[src/rtl/uart_pkg.sv]
// Shared definitions for the FIFO-fronted UART transmitter: parity mode
// encodings, transmit FSM state encoding, and constant helpers that derive
// the baud divider, size its counter and compute the parity bit.
`timescale 1ns/1ps
package uart_pkg;

    localparam int PAR_NONE      = 0;
    localparam int PAR_ODD       = 1;
    localparam int PAR_EVEN      = 2;
    localparam int MAX_DATA_BITS = 9;

    typedef enum logic [2:0] {
        ST_IDLE   = 3'd0,
        ST_START  = 3'd1,
        ST_DATA   = 3'd2,
        ST_PARITY = 3'd3,
        ST_STOP   = 3'd4
    } tx_state_e;

    // Clocks per bit, truncated; returns 0 for a nonsensical baud rate so the
    // legality check in the top level rejects it.
    function automatic int calc_baud_div(input longint clk_freq, input longint bps);
        if (bps <= 64'sd0) begin
            return 0;
        end else begin
            return int'(clk_freq / bps);
        end
    endfunction

    // Width of a counter that must reach baud_div-1 (at least one bit).
    function automatic int calc_cnt_width(input int baud_div);
        if (baud_div <= 2) begin
            return 1;
        end else begin
            return $clog2(baud_div);
        end
    endfunction

    // True when the frame/FIFO configuration is one the transmitter supports.
    function automatic bit cfg_legal(input int baud_div, input int data_bits,
                                     input int parity_mode, input int stop_bits,
                                     input int fifo_depth);
        bit ok;
        ok = 1'b1;
        if (baud_div < 2) ok = 1'b0;
        if ((data_bits < 5) || (data_bits > MAX_DATA_BITS)) ok = 1'b0;
        if ((parity_mode != PAR_NONE) && (parity_mode != PAR_ODD) &&
            (parity_mode != PAR_EVEN)) ok = 1'b0;
        if ((stop_bits != 1) && (stop_bits != 2)) ok = 1'b0;
        if ((fifo_depth < 2) || ((fifo_depth & (fifo_depth - 1)) != 0)) ok = 1'b0;
        return ok;
    endfunction

    // Parity bit over zero-extended data: even = XOR, odd = inverted XOR.
    function automatic logic calc_parity(input logic [MAX_DATA_BITS-1:0] data,
                                         input int mode);
        if (mode == PAR_ODD) begin
            return ~(^data);
        end else begin
            return ^data;
        end
    endfunction

endpackage

[src/rtl/uart_sync_fifo.sv]
// Synchronous FIFO with a registered read port. Pointers carry an extra wrap
// bit so full and empty are distinguished without a separate counter.
`timescale 1ns/1ps
module uart_sync_fifo #(
    parameter int WIDTH = 8,
    parameter int DEPTH = 16
) (
    input  logic                     clk_i,
    input  logic                     rst_i,
    input  logic                     wr_en,
    input  logic [WIDTH-1:0]         wr_data,
    input  logic                     rd_en,
    output logic [WIDTH-1:0]         rd_data,
    output logic                     full,
    output logic                     empty,
    output logic [$clog2(DEPTH):0]   level
);

    localparam int AW = $clog2(DEPTH);

    logic [WIDTH-1:0] mem_r [DEPTH];
    logic [AW:0]      wr_ptr_r;
    logic [AW:0]      rd_ptr_r;
    logic             wr_ok_s;
    logic             rd_ok_s;

    assign level   = wr_ptr_r - rd_ptr_r;
    assign full    = (level == (AW+1)'(DEPTH));
    assign empty   = (wr_ptr_r == rd_ptr_r);
    assign wr_ok_s = wr_en && !full;
    assign rd_ok_s = rd_en && !empty;

    // Storage array; contents need no reset because the pointers gate reads.
    always_ff @(posedge clk_i) begin
        if (wr_ok_s) begin
            mem_r[wr_ptr_r[AW-1:0]] <= wr_data;
        end
    end

    // Write and read pointers; reset empties the FIFO.
    always_ff @(posedge clk_i or posedge rst_i) begin
        if (rst_i) begin
            wr_ptr_r <= {(AW+1){1'b0}};
            rd_ptr_r <= {(AW+1){1'b0}};
        end else begin
            if (wr_ok_s) begin
                wr_ptr_r <= wr_ptr_r + (AW+1)'(32'd1);
            end
            if (rd_ok_s) begin
                rd_ptr_r <= rd_ptr_r + (AW+1)'(32'd1);
            end
        end
    end

    // Registered read data: the popped word is valid the cycle after rd_en.
    always_ff @(posedge clk_i or posedge rst_i) begin
        if (rst_i) begin
            rd_data <= {WIDTH{1'b0}};
        end else if (rd_ok_s) begin
            rd_data <= mem_r[rd_ptr_r[AW-1:0]];
        end
    end

endmodule

[src/rtl/uart_send_fifo.sv]
// FIFO-fronted UART transmitter. Producers push words over a valid/ready
// port; the FSM pops them and sends frames back-to-back on a registered TXD.
`timescale 1ns/1ps
module uart_send_fifo
    import uart_pkg::*;
#(
    parameter int CLK_FREQ    = 50000000,
    parameter int UART_BPS    = 115200,
    parameter int DATA_BITS   = 8,
    parameter int PARITY_MODE = 0,
    parameter int STOP_BITS   = 1,
    parameter int FIFO_DEPTH  = 16
) (
    input  logic                          clk_i,
    input  logic                          rst_i,
    input  logic                          tx_valid_i,
    input  logic [DATA_BITS-1:0]          tx_data_i,
    output logic                          tx_ready_o,
    output logic [$clog2(FIFO_DEPTH):0]   fifo_level_o,
    output logic                          uart_tx_busy_o,
    output logic                          uart_txd_o
);

    localparam int BAUD_DIV = calc_baud_div(longint'(CLK_FREQ), longint'(UART_BPS));
    localparam int CNT_W    = calc_cnt_width(BAUD_DIV);
    localparam int LVL_W    = $clog2(FIFO_DEPTH) + 1;

    localparam logic [CNT_W-1:0] BAUD_LAST  = CNT_W'(BAUD_DIV - 1);
    localparam logic [3:0]       DATA_LAST  = 4'(DATA_BITS - 1);
    localparam logic [3:0]       STOP_LAST  = 4'(STOP_BITS - 1);
    localparam bit               HAS_PARITY = (PARITY_MODE != PAR_NONE);

    if (!cfg_legal(BAUD_DIV, DATA_BITS, PARITY_MODE, STOP_BITS, FIFO_DEPTH)) begin : g_bad_cfg
        $error("uart_send_fifo: illegal parameter combination");
    end

    tx_state_e              state_r;
    tx_state_e              state_next_s;
    logic [CNT_W-1:0]       baud_cnt_r;
    logic [3:0]             bit_cnt_r;
    logic [3:0]             bit_cnt_next_s;
    logic [DATA_BITS-1:0]   shift_r;
    logic                   parity_r;
    logic                   txd_r;
    logic                   txd_next_s;
    logic                   pop_s;
    logic                   shift_en_s;
    logic                   bit_end_s;
    logic                   load_s;
    logic                   wr_en_s;
    logic [DATA_BITS-1:0]   fifo_rd_data_s;
    logic                   fifo_full_s;
    logic                   fifo_empty_s;
    logic [LVL_W-1:0]       fifo_level_s;

    assign wr_en_s   = tx_valid_i && !fifo_full_s;
    assign bit_end_s = (baud_cnt_r == BAUD_LAST);
    // The FIFO read is registered, so the popped word lands in the shift
    // register during the first START clock; START always lasts >= 2 clocks.
    assign load_s    = (state_r == ST_START) && (baud_cnt_r == {CNT_W{1'b0}});

    uart_sync_fifo #(
        .WIDTH (DATA_BITS),
        .DEPTH (FIFO_DEPTH)
    ) u_fifo (
        .clk_i   (clk_i),
        .rst_i   (rst_i),
        .wr_en   (wr_en_s),
        .wr_data (tx_data_i),
        .rd_en   (pop_s),
        .rd_data (fifo_rd_data_s),
        .full    (fifo_full_s),
        .empty   (fifo_empty_s),
        .level   (fifo_level_s)
    );

    // Next-state, pop request and next line level for the transmit FSM.
    always_comb begin
        state_next_s   = state_r;
        bit_cnt_next_s = bit_cnt_r;
        txd_next_s     = txd_r;
        pop_s          = 1'b0;
        shift_en_s     = 1'b0;
        case (state_r)
            ST_IDLE: begin
                txd_next_s = 1'b1;
                if (!fifo_empty_s) begin
                    pop_s          = 1'b1;
                    state_next_s   = ST_START;
                    txd_next_s     = 1'b0;
                    bit_cnt_next_s = 4'd0;
                end else begin
                    state_next_s   = ST_IDLE;
                end
            end
            ST_START: begin
                if (bit_end_s) begin
                    state_next_s   = ST_DATA;
                    txd_next_s     = shift_r[0];
                    bit_cnt_next_s = 4'd0;
                end else begin
                    state_next_s   = ST_START;
                end
            end
            ST_DATA: begin
                if (bit_end_s) begin
                    if (bit_cnt_r == DATA_LAST) begin
                        bit_cnt_next_s = 4'd0;
                        if (HAS_PARITY) begin
                            state_next_s = ST_PARITY;
                            txd_next_s   = parity_r;
                        end else begin
                            state_next_s = ST_STOP;
                            txd_next_s   = 1'b1;
                        end
                    end else begin
                        bit_cnt_next_s = bit_cnt_r + 4'd1;
                        shift_en_s     = 1'b1;
                        txd_next_s     = shift_r[1];
                    end
                end else begin
                    state_next_s = ST_DATA;
                end
            end
            ST_PARITY: begin
                if (bit_end_s) begin
                    state_next_s   = ST_STOP;
                    txd_next_s     = 1'b1;
                    bit_cnt_next_s = 4'd0;
                end else begin
                    state_next_s = ST_PARITY;
                end
            end
            ST_STOP: begin
                if (bit_end_s) begin
                    if (bit_cnt_r == STOP_LAST) begin
                        bit_cnt_next_s = 4'd0;
                        if (!fifo_empty_s) begin
                            // Back-to-back: next start bit begins right now.
                            pop_s        = 1'b1;
                            state_next_s = ST_START;
                            txd_next_s   = 1'b0;
                        end else begin
                            state_next_s = ST_IDLE;
                            txd_next_s   = 1'b1;
                        end
                    end else begin
                        bit_cnt_next_s = bit_cnt_r + 4'd1;
                    end
                end else begin
                    state_next_s = ST_STOP;
                end
            end
            default: begin
                state_next_s   = ST_IDLE;
                txd_next_s     = 1'b1;
                bit_cnt_next_s = 4'd0;
            end
        endcase
    end

    // FSM state, bit counter and the registered serial line.
    always_ff @(posedge clk_i or posedge rst_i) begin
        if (rst_i) begin
            state_r   <= ST_IDLE;
            bit_cnt_r <= 4'd0;
            txd_r     <= 1'b1;
        end else begin
            state_r   <= state_next_s;
            bit_cnt_r <= bit_cnt_next_s;
            txd_r     <= txd_next_s;
        end
    end

    // Baud counter: restarts on every state entry and at every bit boundary.
    always_ff @(posedge clk_i or posedge rst_i) begin
        if (rst_i) begin
            baud_cnt_r <= {CNT_W{1'b0}};
        end else if ((state_r == ST_IDLE) || bit_end_s || (state_next_s != state_r)) begin
            baud_cnt_r <= {CNT_W{1'b0}};
        end else begin
            baud_cnt_r <= baud_cnt_r + CNT_W'(32'd1);
        end
    end

    // Shift register and parity, loaded from the FIFO read port.
    always_ff @(posedge clk_i or posedge rst_i) begin
        if (rst_i) begin
            shift_r  <= {DATA_BITS{1'b0}};
            parity_r <= 1'b0;
        end else if (load_s) begin
            shift_r  <= fifo_rd_data_s;
            parity_r <= calc_parity(MAX_DATA_BITS'(fifo_rd_data_s), PARITY_MODE);
        end else if (shift_en_s) begin
            shift_r  <= {1'b0, shift_r[DATA_BITS-1:1]};
        end
    end

    assign tx_ready_o     = !fifo_full_s;
    assign fifo_level_o   = fifo_level_s;
    assign uart_tx_busy_o = (state_r != ST_IDLE) || (fifo_level_s != {LVL_W{1'b0}});
    assign uart_txd_o     = txd_r;

endmodule

[config.mk]
export PLATFORM = sky130hd
export DESIGN_NAME = uart_send_fifo
export DESIGN_NICKNAME = d
export VERILOG_FILES = /design/src/rtl/uart_pkg.sv /design/src/rtl/uart_sync_fifo.sv /design/src/rtl/uart_send_fifo.sv
export SDC_FILE = /design/constraint.sdc
export NUM_CORES = 1
export LEC_CHECK = 0
export CORE_ASPECT_RATIO = 0.75
export CORE_MARGIN = 1
export CORE_UTILIZATION = 45
export DETAILED_ROUTE_END_ITERATION = 6
export GPL_ROUTABILITY_DRIVEN = 1
export PLACE_DENSITY = 0.65
export SLEW_MARGIN = 20
export SYNTH_ARGS = -nofsm -noshare
export SYNTH_HDL_FRONTEND = slang
export SYNTH_SLANG_ARGS = --single-unit
export TNS_END_PERCENT = 5
[constraint.sdc]
create_clock -name clk_i -period 8.2 [get_ports clk_i]
set_clock_uncertainty 0.15 [all_clocks]
set_input_delay 2.46 -clock clk_i [delete_from_list [all_inputs] [get_ports clk_i]]
set_output_delay 2.46 -clock clk_i [all_outputs]
set_load 0.02 [all_outputs]
======== Word level (Yosys, flattened, before mapping) ========
Memories as Yosys holds them, arrays and structs flattened. A register that Yosys moved wholly into a read port is not among the register bits.
Index checks and enable logic that the tools add are counted.
cells by class
  bitwise logic cells ..................... 0
  add/subtract/negate cells ............... 5
  div/mod/pow operators ................... 0
  multipliers ............................. 0
  reduce and logical (&&, ||, !) cells .... 18
  mux-type cells .......................... 35
  $lt $le $gt $ge ......................... 0
  equality and inequality tests ........... 16
  shift-type cells ........................ 0
operators by type and width
  cell                                                              number
  4-bit two-way mux                                                 6
  1-bit two-way mux                                                 16
  8-bit two-way mux                                                 2
  4-bit case mux with 4 select lines                                1
  3-bit two-way mux                                                 5
  3-bit case mux with 5 select lines                                1
  2-bit inequality test (second input constant)                     6
  5-bit by 1-bit adder with 5-bit output (second input constant)    2
  9-bit by 1-bit adder with 9-bit output (second input constant)    1
  9-bit == test (second input constant)                             1
  9-bit logical NOT                                                 1
  9-bit two-way mux                                                 1
  3-bit by 2-bit == test with 1-bit output (second input constant)  2
  5-bit == test                                                     1
  5-bit == test (second input constant)                             1
  1-bit case mux with 5 select lines                                1
  5-bit AND reduction                                               1
  5-bit nonzero test                                                1
  5-bit subtractor                                                  1
  4-bit by 1-bit adder with 4-bit output (second input constant)    1
  4-bit by 3-bit == test with 1-bit output (second input constant)  1
  1-bit logical AND                                                 4
  4-bit logical NOT                                                 1
  4-bit AND reduction                                               1
  12 further kinds                                                  15
storage, ports and cells
  memory bits (writable) .................. 128
  bits in registers ....................... 35
  bits in read-only memories .............. 0
  input bits .............................. 11
  memories ................................ 1
  latch bits .............................. 0
memories
  memory        words  width  read ports  clocked after memory_dff  write ports  line                  RTL
  u_fifo.mem_r  16     8      1           1                         1            uart_sync_fifo.sv:21  logic [WIDTH-1:0] mem_r [DEPTH];

======== Depth between registers and ports, before layout ========
Gate-level depths: netlist of the first run.
  word-level depth ........................ 8
  depth in mapped cells ................... 9

======== Modules after synthesis ========
Synthesis of the first run repeated with hierarchy kept, for this count alone.
unflattened totals
  cell total of the unflattened synthesis .. 452
  area total of the unflattened synthesis .. 7263.2 µm²
modules (own cells, without submodules)
  module          area each (µm²)  times used  cells an instance  sequential area each (µm²)
  uart_sync_fifo  5863.1           1           301                4294.1
  uart_send_fifo  1400.1           1           151                626.9

======== Worst setup path before layout of the first run ========
OpenSTA, ideal clock, no wires.
  path kind ............................... flip-flop to output port
  from .................................... reg u_fifo.wr_ptr_r[0]
  to ...................................... out tx_ready_o
  stages on the path, launching flop included .. 8
  slack ................................... 3.462 ns
  required time ........................... 5.590 ns
  arrival ................................. 2.128 ns
  cells stage by stage .................... dfrtp_1 > inv_1 > ha_1 > fa_1 > xnor2_1 > nor2_1 > mux2_2 > nand2_1
on the way
  word-level cells in the longest chain between the ends .. 3
RTL lines
  item                    line                   RTL
  from (decl)             uart_sync_fifo.sv:22   logic [AW:0] wr_ptr_r;
  from (signal assigned)  uart_sync_fifo.sv:43   wr_ptr_r <= {(AW+1){1'b0}};
  from (signal assigned)  uart_sync_fifo.sv:47   wr_ptr_r <= wr_ptr_r + (AW+1)'(32'd1);
  5-bit subtractor        uart_sync_fifo.sv:27   assign level = wr_ptr_r - rd_ptr_r;
  via fifo_level_o[2]     uart_send_fifo.sv:19   output logic [$clog2(FIFO_DEPTH):0] fifo_level_o,
  5-bit == test           uart_sync_fifo.sv:28   assign full = (level == (AW+1)'(DEPTH));
  1-bit logical NOT       uart_send_fifo.sv:199  assign tx_ready_o = !fifo_full_s;
  to (decl)               uart_send_fifo.sv:18   output logic tx_ready_o,
The timed path passes the listed nets, and every way through them passes these cells.

======== Worst setup path in the final report of the first run ========
  from .................................... reg u_fifo.rd_ptr_r[2]
  to ...................................... out tx_ready_o
on the way
  word-level cells in the longest chain between the ends .. 3
RTL lines
  item                    line                   RTL
  from (decl)             uart_sync_fifo.sv:23   logic [AW:0] rd_ptr_r;
  from (signal assigned)  uart_sync_fifo.sv:44   rd_ptr_r <= {(AW+1){1'b0}};
  from (signal assigned)  uart_sync_fifo.sv:50   rd_ptr_r <= rd_ptr_r + (AW+1)'(32'd1);
  5-bit subtractor        uart_sync_fifo.sv:27
  5-bit == test           uart_sync_fifo.sv:28
  1-bit logical NOT       uart_send_fifo.sv:199
No other way between the ends.

==> results of run 1 <==
## area by class of cell
cell class / instances / share of cell area (%)
inverters: 16 / 0.7256
clock inverters: 15 / 2.011
repair buffers: 21 / 2.449
well taps: 205 / 3.099
multi-input cells: 238 / 27.11
clock buffers: 17 / 5.140
flip-flops and latches: 171 / 59.47
## per-layer routing
metal,GRT usage [%],up-vias
met5,0,-
met4,6.054,0
met3,5.569,18
met2,27.78,126
met1,26.85,2002
li1,-,1767
## synthesized netlist by cell type, drive strengths merged (2+ instances only)
cell    count
buf        11
nor4        3
ha         14
o31ai       3
nand2      17
mux2i       2
nand3       8
nor2b       2
o22ai      16
inv        16
and3       18
clkbuf      2
nand3b      2
nand4       5
a31oi       2
nor2       27
xnor2      11
a21o        2
nand2b      4
o21ai       8
dfrtp      42
mux4       32
nor3        3
and4        2
xor2        8
a21oi      13
edfxtp    128
mux2       20
or3b        2
## flip-flops by register name (all words and copies together), names as in the netlist
register,flops
u_fifo.wr_ptr_r,5
u_fifo.rd_ptr_r,5
u_fifo.rd_data,8
u_fifo.mem_r,128
baud_cnt_r,9
state_r,3
shift_r,8
bit_cnt_r,4
uart_txd_o,1
## path summary, 6_finish.rpt
kind,slack [ns],to
max in group asynchronous,5.17,u_fifo.rd_ptr_r[0]$_DFFE_PP0P_
hold / removal,0.36,u_fifo.rd_data[3]$_DFFE_PP0P_
hold reg to reg,0.36,u_fifo.rd_data[3]$_DFFE_PP0P_
min in group asynchronous,2.32,bit_cnt_r[2]$_DFFE_PP0P_
setup reg to reg,4.48,u_fifo.mem_r[11][3]$_DFFE_PP_
setup / recovery,2.20,tx_ready_o
## through the flow
stage               cell area, sq um  worst slack [ns]  utilization [%]  hold WS, ns
floorplan                       7297             3.462                -       0.3151
global placement                7685             2.689            49.52       0.3324
detailed placement              7685             2.634            49.52       0.3484
global route                    8277             2.003            53.34       0.3837
CTS                             8277             2.136            53.34       0.3632
finish                          8277             2.196            53.34       0.3574
## power breakdown
group / internal, W / leakage [nW] / switching [W]
registers: 0.00109 / 1.69 / 0.000127
clock network: 0.000410 / 0.283 / 0.000379
logic: 0.000474 / 0.988 / 0.000555
total: 0.00197 / 2.96 / 0.00106
## placed cells by master (no fill, tap or decap), types with 7 or more instances in the layout
cell | netlist | layout
ha_1 | 14 | 14
o22ai_1 | 16 | 16
nand2_1 | 17 | 17
dfrtp_1 | 42 | 41
xnor2_1 | 10 | 10
clkbuf_16 | 0 | 17
edfxtp_1 | 128 | 128
mux2_2 | 20 | 20
nor2_1 | 27 | 27
mux4_2 | 32 | 32
clkdlybuf4s50_1 | 0 | 18
xor2_1 | 7 | 7
a21oi_1 | 11 | 11
and3_1 | 18 | 18
inv_1 | 16 | 15
## worst max-delay path: cells and delay by family (launching register included)
family / cells / cell delay (ns)
flops: 1 / 0.96
fa+ha+maj: 1 / 0.43
compound gates: 1 / 0.23
simple gates: 2 / 0.17
buf+inv: 2 / 0.73
mux: 1 / 0.43
## cell families (layout without fill, tap and decap cells)
family,after synthesis,in the layout,share of synthesized area (%)
fa+ha+maj,15,15,2.675
compound gates,51,51,4.750
mux,54,54,13.24
xor+xnor,19,19,2.486
buf+inv,29,69,1.817
flops,171,171,67.44
simple gates,99,99,7.596
==> impl_metrics.yaml, run 1 <==
final_layout:
  seqCellArea_sq_um: 4922
  layout-drive-gt1-share_pct: 21.55
  antenna_cells: 0
  multi_input_area_sq_um: 2243
  fill_cells: 1217
  finalNetCount: 491
  fin_cells: 683
  syn2layout_area_growth_pct: 13.43
min_path:
  min-delay-start: "u_fifo.rd_data[3]$_DFFE_PP0P_"
  hold_depth: 1
  hp-class: "flop to flop"
clocking:
  cts_tree: "yes"
  cts.path.max_buffers: 2
  clk_latency_ns: 0.44
  post_cts_buffers: 0
  cts_made_buffers: 17
  clk_pin_slew_worst_paths_ns: 0.07
  postCtsHoldBufs: 0
  ctsResizeCount: 0
  clock_sinks: 171
  cts_root_buf: "clkbuf_16"
  cts_max_level: 4
placement:
  gp_congestion: 0.8126
  io_buffers: 18
  hpwl_mm: 9.535
  placedCellCount: 651
run_status:
  status: "complete, no violations"
synth:
  synth_cells: 438
  syn_area_per_cell_sq_um: 16.66
  synth_area_leader_cell: "edfxtp_1"
  syn_nets: 464
  synth_top_area_share_pct: 52.67
  ys.flop_type: "edfxtp_1"
  synth-seq-area-share_pct: 67.44
  synth-seq-cells: 171
  async_reset_ff_share_pct: 25.15
  synth_area_sq_um: 7297
  ys_types: 58
  synth-edff-count: 128
  ys_warn_count: 0
  synth.area.top_cells: "edfxtp_1, dfrtp_1, mux4_2"
worst_setup_path:
  crit_fanout: 21
  critPathKind: "flop to output pin"
  crit_path_frequent_cell: "nand2_1"
  endpoint_kind: "output pin"
  cp_data_required_time_ns: 5.59
  arrival_ns: 3.39
  start_kind: "flop"
  slowest_delay_ns: 0.96
  crit_start: "u_fifo.rd_ptr_r[2]$_DFFE_PP0P_"
  r2r_cells: 7
  r2r_start: "u_fifo.rd_ptr_r[2]$_DFFE_PP0P_"
  critPathSlowestCell: "dfrtp_1"
  cp_cell_sequence: "inv_1 > ha_1 > nand2_1 > o21ai_1 > mux2_2 > nand2_1 > clkdlybuf4s50_1"
pwr:
  total_leakage_power_nw: 2.956
  peakVddDrop_mv: 0.1732
  finalPower_w: 0.003032
  power_density_nw_per_um2: 366.3
global_route:
  antenna_found_initial: 0
  grt.overflow.total: 0
  grt_pass1_vias: 3978
  grt_max_degree: 44
  grt.total_usage_pct: 18.82
  grt_first_pass_wirelength_mm: 22.64
timing:
  hold_viol: 0
  setup_viol: 0
  final_max_slew_viol_count: 0
  fmax_ghz: 0.1666
  slew_headroom_pct: 36.03
  period_share_pct: 73.22
  rsz0062_at_grt: "false"
  setup_tns_ns: 0
  post-route-min-period_ns: 6.004
  worst_pin_slew_ns: 0.9595
drt:
  drtAntennaViolNets: 0
  wl_met2_mm: 6.633
  wl_met1_mm: 6.800
  dr.pass1.iters: 5
  drtIter0Drc: 263
  vias: 3913
  route.detailed.drc: 0
  routedWlPerCell_microns: 20.97
  routed.top_layer: "met4"
  met3_length_microns: 720
  wirelength_mm: 14.32
  vias_per_cell: 5.729
floorplan:
  num_rows: 39
  num_io_pins: 19
  die_y_microns: 112.3
  core_area_sq_um: 15520
  die-area_sq_um: 16730
  initial_core_util_pct: 47.02
  die_width_microns: 149.0
run:
  maxCapViolations: 0
(Power assumes the default switching activity.)
==> run 2, diff against run 1 <==
--- a/config.mk
+++ b/config.mk
@@ -10,7 +10,7 @@
 export CORE_UTILIZATION = 45
 export DETAILED_ROUTE_END_ITERATION = 6
 export GPL_ROUTABILITY_DRIVEN = 1
-export PLACE_DENSITY = 0.65
+export PLACE_DENSITY = 0.67
 export SLEW_MARGIN = 20
 export SYNTH_ARGS = -nofsm -noshare
 export SYNTH_HDL_FRONTEND = slang
==> constraint.sdc (replaced) <==
create_clock -name clk_i -period 5.23 [get_ports clk_i]
set_clock_uncertainty 0.15 [all_clocks]
set_input_delay 1.569 -clock clk_i [delete_from_list [all_inputs] [get_ports clk_i]]
set_output_delay 1.569 -clock clk_i [all_outputs]
set_load 0.02 [all_outputs]
==> run 2 against run 1 <==
  * Register-to-register slack worse by 2.6 ns
  * Sequential power is 54% higher
  * Routed wire length is 3.3% higher
  * Worst setup slack worse by 1.8 ns
  * Highest routed layer unchanged
  * Cell count is 0.29% higher
  * Non-clock buffer count is 2 higher
  * Sequential share of layout area is 0.22 points lower
  * First-iteration DRC count is 34% higher
  * Die area stayed put
  * Flip-flop and latch count stayed put
  * Combinational power is 62% higher
  * Clock power is 63% higher
==> impl_metrics.yaml, run 2 (synthesis results as in run 1) <==
global_route:
  grt.total_usage_pct: 19.39
  grt.overflow.total: 0
  antenna_found_initial: 0
  grt_pass1_vias: 4031
  grt_first_pass_wirelength_mm: 23.28
  grt_max_degree: 44
placement:
  hpwl_mm: 9.578
  gp_congestion: 0.8652
  io_buffers: 18
final_layout:
  largest_reg_flops: 128
  layout-drive-gt1-share_pct: 21.67
  final_core_util_pct: 53.54
  seqCellArea_sq_um: 4922
  final_common_cell: "edfxtp_1"
  syn2layout_area_growth_pct: 13.85
  multi_input_area_sq_um: 2243
  fill_cells: 1227
  finalNetCount: 493
  antenna_cells: 0
  final_cell_mix: "edfxtp_1, dfrtp_1, mux4_2, nor2_1, mux2_2"
drt:
  dr.pass1.iters: 4
  wirelength_mm: 14.79
  drtIter0Drc: 352
  routedWlPerCell_microns: 21.60
  route.detailed.drc: 0
  vias_per_cell: 5.715
  vias: 3915
  drtAntennaViolNets: 0
clocking:
  ctsResizeCount: 0
  cts.path.max_buffers: 2
  cts_max_level: 4
  clock_sinks: 171
  post_cts_buffers: 0
  cts_root_buf: "clkbuf_16"
  clk_pin_slew_worst_paths_ns: 0.07
  cts_made_buffers: 17
  clk_latency_ns: 0.43
  postCtsHoldBufs: 0
  cts_tree: "yes"
worst_setup_path:
  crit_fanout: 7
  regToRegSetupSlack_ns: 1.91
  critPathKind: "flop to output pin"
  r2r_cells: 8
  start_kind: "flop"
  cp_cell_sequence: "inv_1 > ha_1 > fa_1 > nand2b_1 > a21oi_1 > xnor2_2 > nor4_1 > nand2_1 > clkdlybuf4s50_1"
  r2r_start: "u_fifo.wr_ptr_r[0]$_DFFE_PP0P_"
  worstReg2RegEnd: "u_fifo.mem_r[12][3]$_DFFE_PP_"
  critPathSlowestCell: "clkdlybuf4s50_1"
  arrival_ns: 3.07
  slowest_delay_ns: 0.54
  endpoint_kind: "output pin"
  cp_data_required_time_ns: 3.51
timing:
  rsz0062_at_grt: "false"
  setup_tns_ns: 0
  setup_viol: 0
  period_share_pct: 91.51
  hold_viol: 0
  final_max_slew_viol_count: 0
  post-route-min-period_ns: 4.786
  fmax_ghz: 0.2090
  worst_pin_slew_ns: 0.7054
  slew_headroom_pct: 52.97
min_path:
  hold_depth: 1
  min-delay-start: "shift_r[4]$_DFFE_PP0P_"
  hp-class: "flop to flop"
  whs_endpoint: "shift_r[4]$_DFFE_PP0P_"
floorplan:
  die_y_microns: 112.3
  die_width_microns: 149.0
  die-area_sq_um: 16730
  initial_core_util_pct: 47.02
  num_io_pins: 19
  core_area_sq_um: 15520
  num_rows: 39
run_status:
  status: "complete, no violations"
run:
  maxCapViolations: 0
pwr:
  power_density_nw_per_um2: 580.9
  total_leakage_power_nw: 2.972
  peakVddDrop_mv: 0.3544
run 2: cell types whose count changed in the layout (fill, tap and decap cells not counted), sizes merged:
cell,delta
clkbuf,+1
clkinvlp,+1
clkinv,-2
buf,+2
inv,-2
bufinv,+2
run 2: worst max path at each step:
stage                                   start        endpoint  slack [ns]  depth (start not counted)
6_report       u_fifo.wr_ptr_r[0]$_DFFE_PP0P_  uart_tx_busy_o        0.44                          9
4_1_cts        u_fifo.wr_ptr_r[0]$_DFFE_PP0P_  uart_tx_busy_o        0.42                          9
5_1_grt        u_fifo.wr_ptr_r[0]$_DFFE_PP0P_  uart_tx_busy_o        0.25                          9
3_3_place_gp   u_fifo.rd_ptr_r[2]$_DFFE_PP0P_      tx_ready_o        1.05                          8
2_1_floorplan  u_fifo.wr_ptr_r[0]$_DFFE_PP0P_      tx_ready_o        1.38                          7
3_5_place_dp   u_fifo.wr_ptr_r[0]$_DFFE_PP0P_  uart_tx_busy_o        0.90                          9
run 2: power breakdown:
group	total [W]	leakage, nW	switching, W	internal, W
combinational	0.00167	0.998	0.000927	0.000747
sequential	0.00186	1.69	0.000150	0.00171
clock	0.00129	0.288	0.000568	0.000726
total	0.00483	2.97	0.00165	0.00318
run 2: per-layer routing:
metal	global-route usage, %	share of wire, %
met1	27.71	44
met2	28.90	47
met3	5.081	6.9
met4	6.667	1.4
met5	0	0
run 2: critical path: cells and delay by family, from the launching register on:
family | cells | cell delay (ns)
xor+xnor | 1 | 0.18
compound gates | 1 | 0.23
buf+inv | 2 | 0.67
simple gates | 3 | 0.50
fa+ha+maj | 2 | 0.64
flops | 1 | 0.41
run 2: metrics by stage:
stage	total power, W	hold slack [ns]	worst slack (ns)	instances	area (sq um)
5_1_grt	0.005066	0.3726	0.2524	685	8308
6_report	0.004826	0.3515	0.4442	685	8308
4_1_cts	0.004863	0.3573	0.4210	685	8308
3_3_place_gp	0.003501	0.3338	1.052	653	7700
2_1_floorplan	0.003036	0.3151	1.383	438	7297
3_5_place_dp	0.003554	0.3423	0.8965	653	7700
run 2: cell type report:
type / count / share of cell area, %
clock inverters: 14 / 2.154
clock buffers: 18 / 5.166
flip-flops and latches: 171 / 59.25
inverters: 16 / 0.7229
multi-input cells: 238 / 27.00
repair buffers: 23 / 2.620
well taps: 205 / 3.087
==> run 3, diff against run 2 <==
--- a/config.mk
+++ b/config.mk
@@ -5,12 +5,12 @@
 export SDC_FILE = /design/constraint.sdc
 export NUM_CORES = 1
 export LEC_CHECK = 0
-export CORE_ASPECT_RATIO = 0.75
 export CORE_MARGIN = 1
 export CORE_UTILIZATION = 45
 export DETAILED_ROUTE_END_ITERATION = 6
 export GPL_ROUTABILITY_DRIVEN = 1
 export PLACE_DENSITY = 0.67
+export SETUP_SLACK_MARGIN = 0.1
 export SLEW_MARGIN = 20
 export SYNTH_ARGS = -nofsm -noshare
 export SYNTH_HDL_FRONTEND = slang
==> run 3 against run 2 <==
  * Maximum frequency rose by 1.5%
  * Clock-buffer cell count fell by 1
  * First-iteration DRC count fell by 31%
  * Non-clock buffer count did not move
  * Cell count rose by 1.6%
  * Routed wire length fell by 5.4%
  * Critical path depth fell by 1
  * Sequential power barely moved
  * Flip-flop and latch count did not move
==> impl_metrics.yaml, run 3 (synthesis results as in run 1) <==
run_status:
  status: "complete, no violations"
drt:
  wirelength_mm: 14.00
  dr.pass1.iters: 4
  vias_per_cell: 5.569
  drtIter0Drc: 244
  route.detailed.drc: 0
  drtAntennaViolNets: 0
  vias: 3876
  routedWlPerCell_microns: 20.11
final_layout:
  final_cell_mix: "edfxtp_1, dfrtp_1, mux4_2, nor2_1, mux2_2"
  final_core_util_pct: 52.41
  fill_cells: 1313
  antenna_cells: 0
  syn2layout_area_growth_pct: 14.09
  layout-drive-gt1-share_pct: 21.46
  largest_reg_flops: 128
  finalNetCount: 493
  final_common_cell: "edfxtp_1"
  fin_area_sq_um: 8325
floorplan:
  die_width_microns: 129.3
  num_rows: 46
  core_area_sq_um: 15890
  die_y_microns: 129.3
  die-area_sq_um: 16730
  num_io_pins: 19
  initial_core_util_pct: 45.94
min_path:
  hp-class: "flop to flop"
  min-delay-start: "u_fifo.rd_data[7]$_DFFE_PP0P_"
  hold_depth: 1
worst_setup_path:
  cp_data_required_time_ns: 3.51
  arrival_ns: 3.00
  crit_start: "u_fifo.rd_ptr_r[2]$_DFFE_PP0P_"
  r2r_start: "u_fifo.rd_ptr_r[2]$_DFFE_PP0P_"
  regToRegSetupSlack_ns: 1.85
  r2r_cells: 8
  endpoint_kind: "output pin"
  critPathKind: "flop to output pin"
  crit_fanout: 21
  start_kind: "flop"
timing:
  timing.hold.ws_ns: 0.3519
  post-route-min-period_ns: 4.714
  period_share_pct: 90.13
  fmax_ghz: 0.2121
  worst_slack_ns: 0.5160
  slew_headroom_pct: 53.92
  setup_viol: 0
  worst_pin_slew_ns: 0.6911
  final_max_slew_viol_count: 0
  hold_viol: 0
  setup_tns_ns: 0
  rsz0062_at_grt: "false"
clocking:
  clk_pin_slew_worst_paths_ns: 0.06
  cts_root_buf: "clkbuf_16"
  clock_sinks: 171
  ctsResizeCount: 0
  cts_tree: "yes"
  post_cts_buffers: 0
  cts.path.max_buffers: 2
  cts_made_buffers: 17
  clk_latency_ns: 0.42
  postCtsHoldBufs: 0
  cts_max_level: 4
pwr:
  power_density_nw_per_um2: 577.0
  peakVddDrop_mv: 0.5003
  total_leakage_power_nw: 2.980
placement:
  gp_congestion: 0.8540
  io_buffers: 18
  place_area_sq_um: 7714
  pre_cts_slack_ns: 0.9690
  hpwl_mm: 9.207
global_route:
  antenna_found_initial: 0
  grt_max_degree: 44
  grt_first_pass_wirelength_mm: 22.38
  grt.total_usage_pct: 18.66
  grt.overflow.total: 0
  grt_pass1_vias: 3928
run:
  maxCapViolations: 0
-- run 3: changes by cell type in the layout (fill, tap and decap cells not counted), sizes merged --
cell,change
clkinvlp,-2
inv,-2
bufinv,+1
clkinv,+4
clkbuf,-1
-- run 3: layout make-up --
cell class                 instances  area [sq um]  share of cell area (%)
inverter                          16         60.06                  0.7214
tap                              216         270.3                   3.246
clock buffer                      17         425.4                   5.110
sequential                       171          4922                   59.12
clock inverter                    15         186.4                   2.239
multi-input combinational        238          2243                   26.95
timing repair buffer              23         217.7                   2.615
-- run 3: final timing paths --
path	to
hold / removal	shift_r[7]$_DFFE_PP0P_
setup reg to reg	u_fifo.mem_r[6][2]$_DFFE_PP_
setup / recovery	tx_ready_o
min in group asynchronous	baud_cnt_r[6]$_DFF_PP0_
max in group asynchronous	u_fifo.rd_ptr_r[0]$_DFFE_PP0P_
hold reg to reg	shift_r[7]$_DFFE_PP0P_
-- run 3: metrics by stage --
stage               power, W  instances
finish              0.004804        696
global route        0.005066        696
CTS                 0.004844        696
detailed placement  0.003540        664
global placement    0.003479        664
floorplan           0.003036        438
-- run 3: critical path, stage by stage (launching register included) --
cell	delay, ns
dfrtp_1	0.34
buf_4	0.30
inv_1	0.13
ha_1	0.39
nand2_1	0.08
o21ai_1	0.21
mux2_2	0.44
nand2_1	0.09
clkdlybuf4s50_1	0.60
-- run 3: routing by layer --
metal	vias to the layer above	global-route usage, %	part of all wire (%)
li1	1755	-	-
met1	1986	25.71	44
met2	120	29.70	49
met3	15	3.716	5.0
met4	0	6.644	1.6
met5	-	0	0
-- run 3: power breakdown --
group	internal (W)	switching, W
combinational	0.000750	0.000916
sequential	0.00171	0.000138
clock	0.000760	0.000533
total	0.00322	0.00159
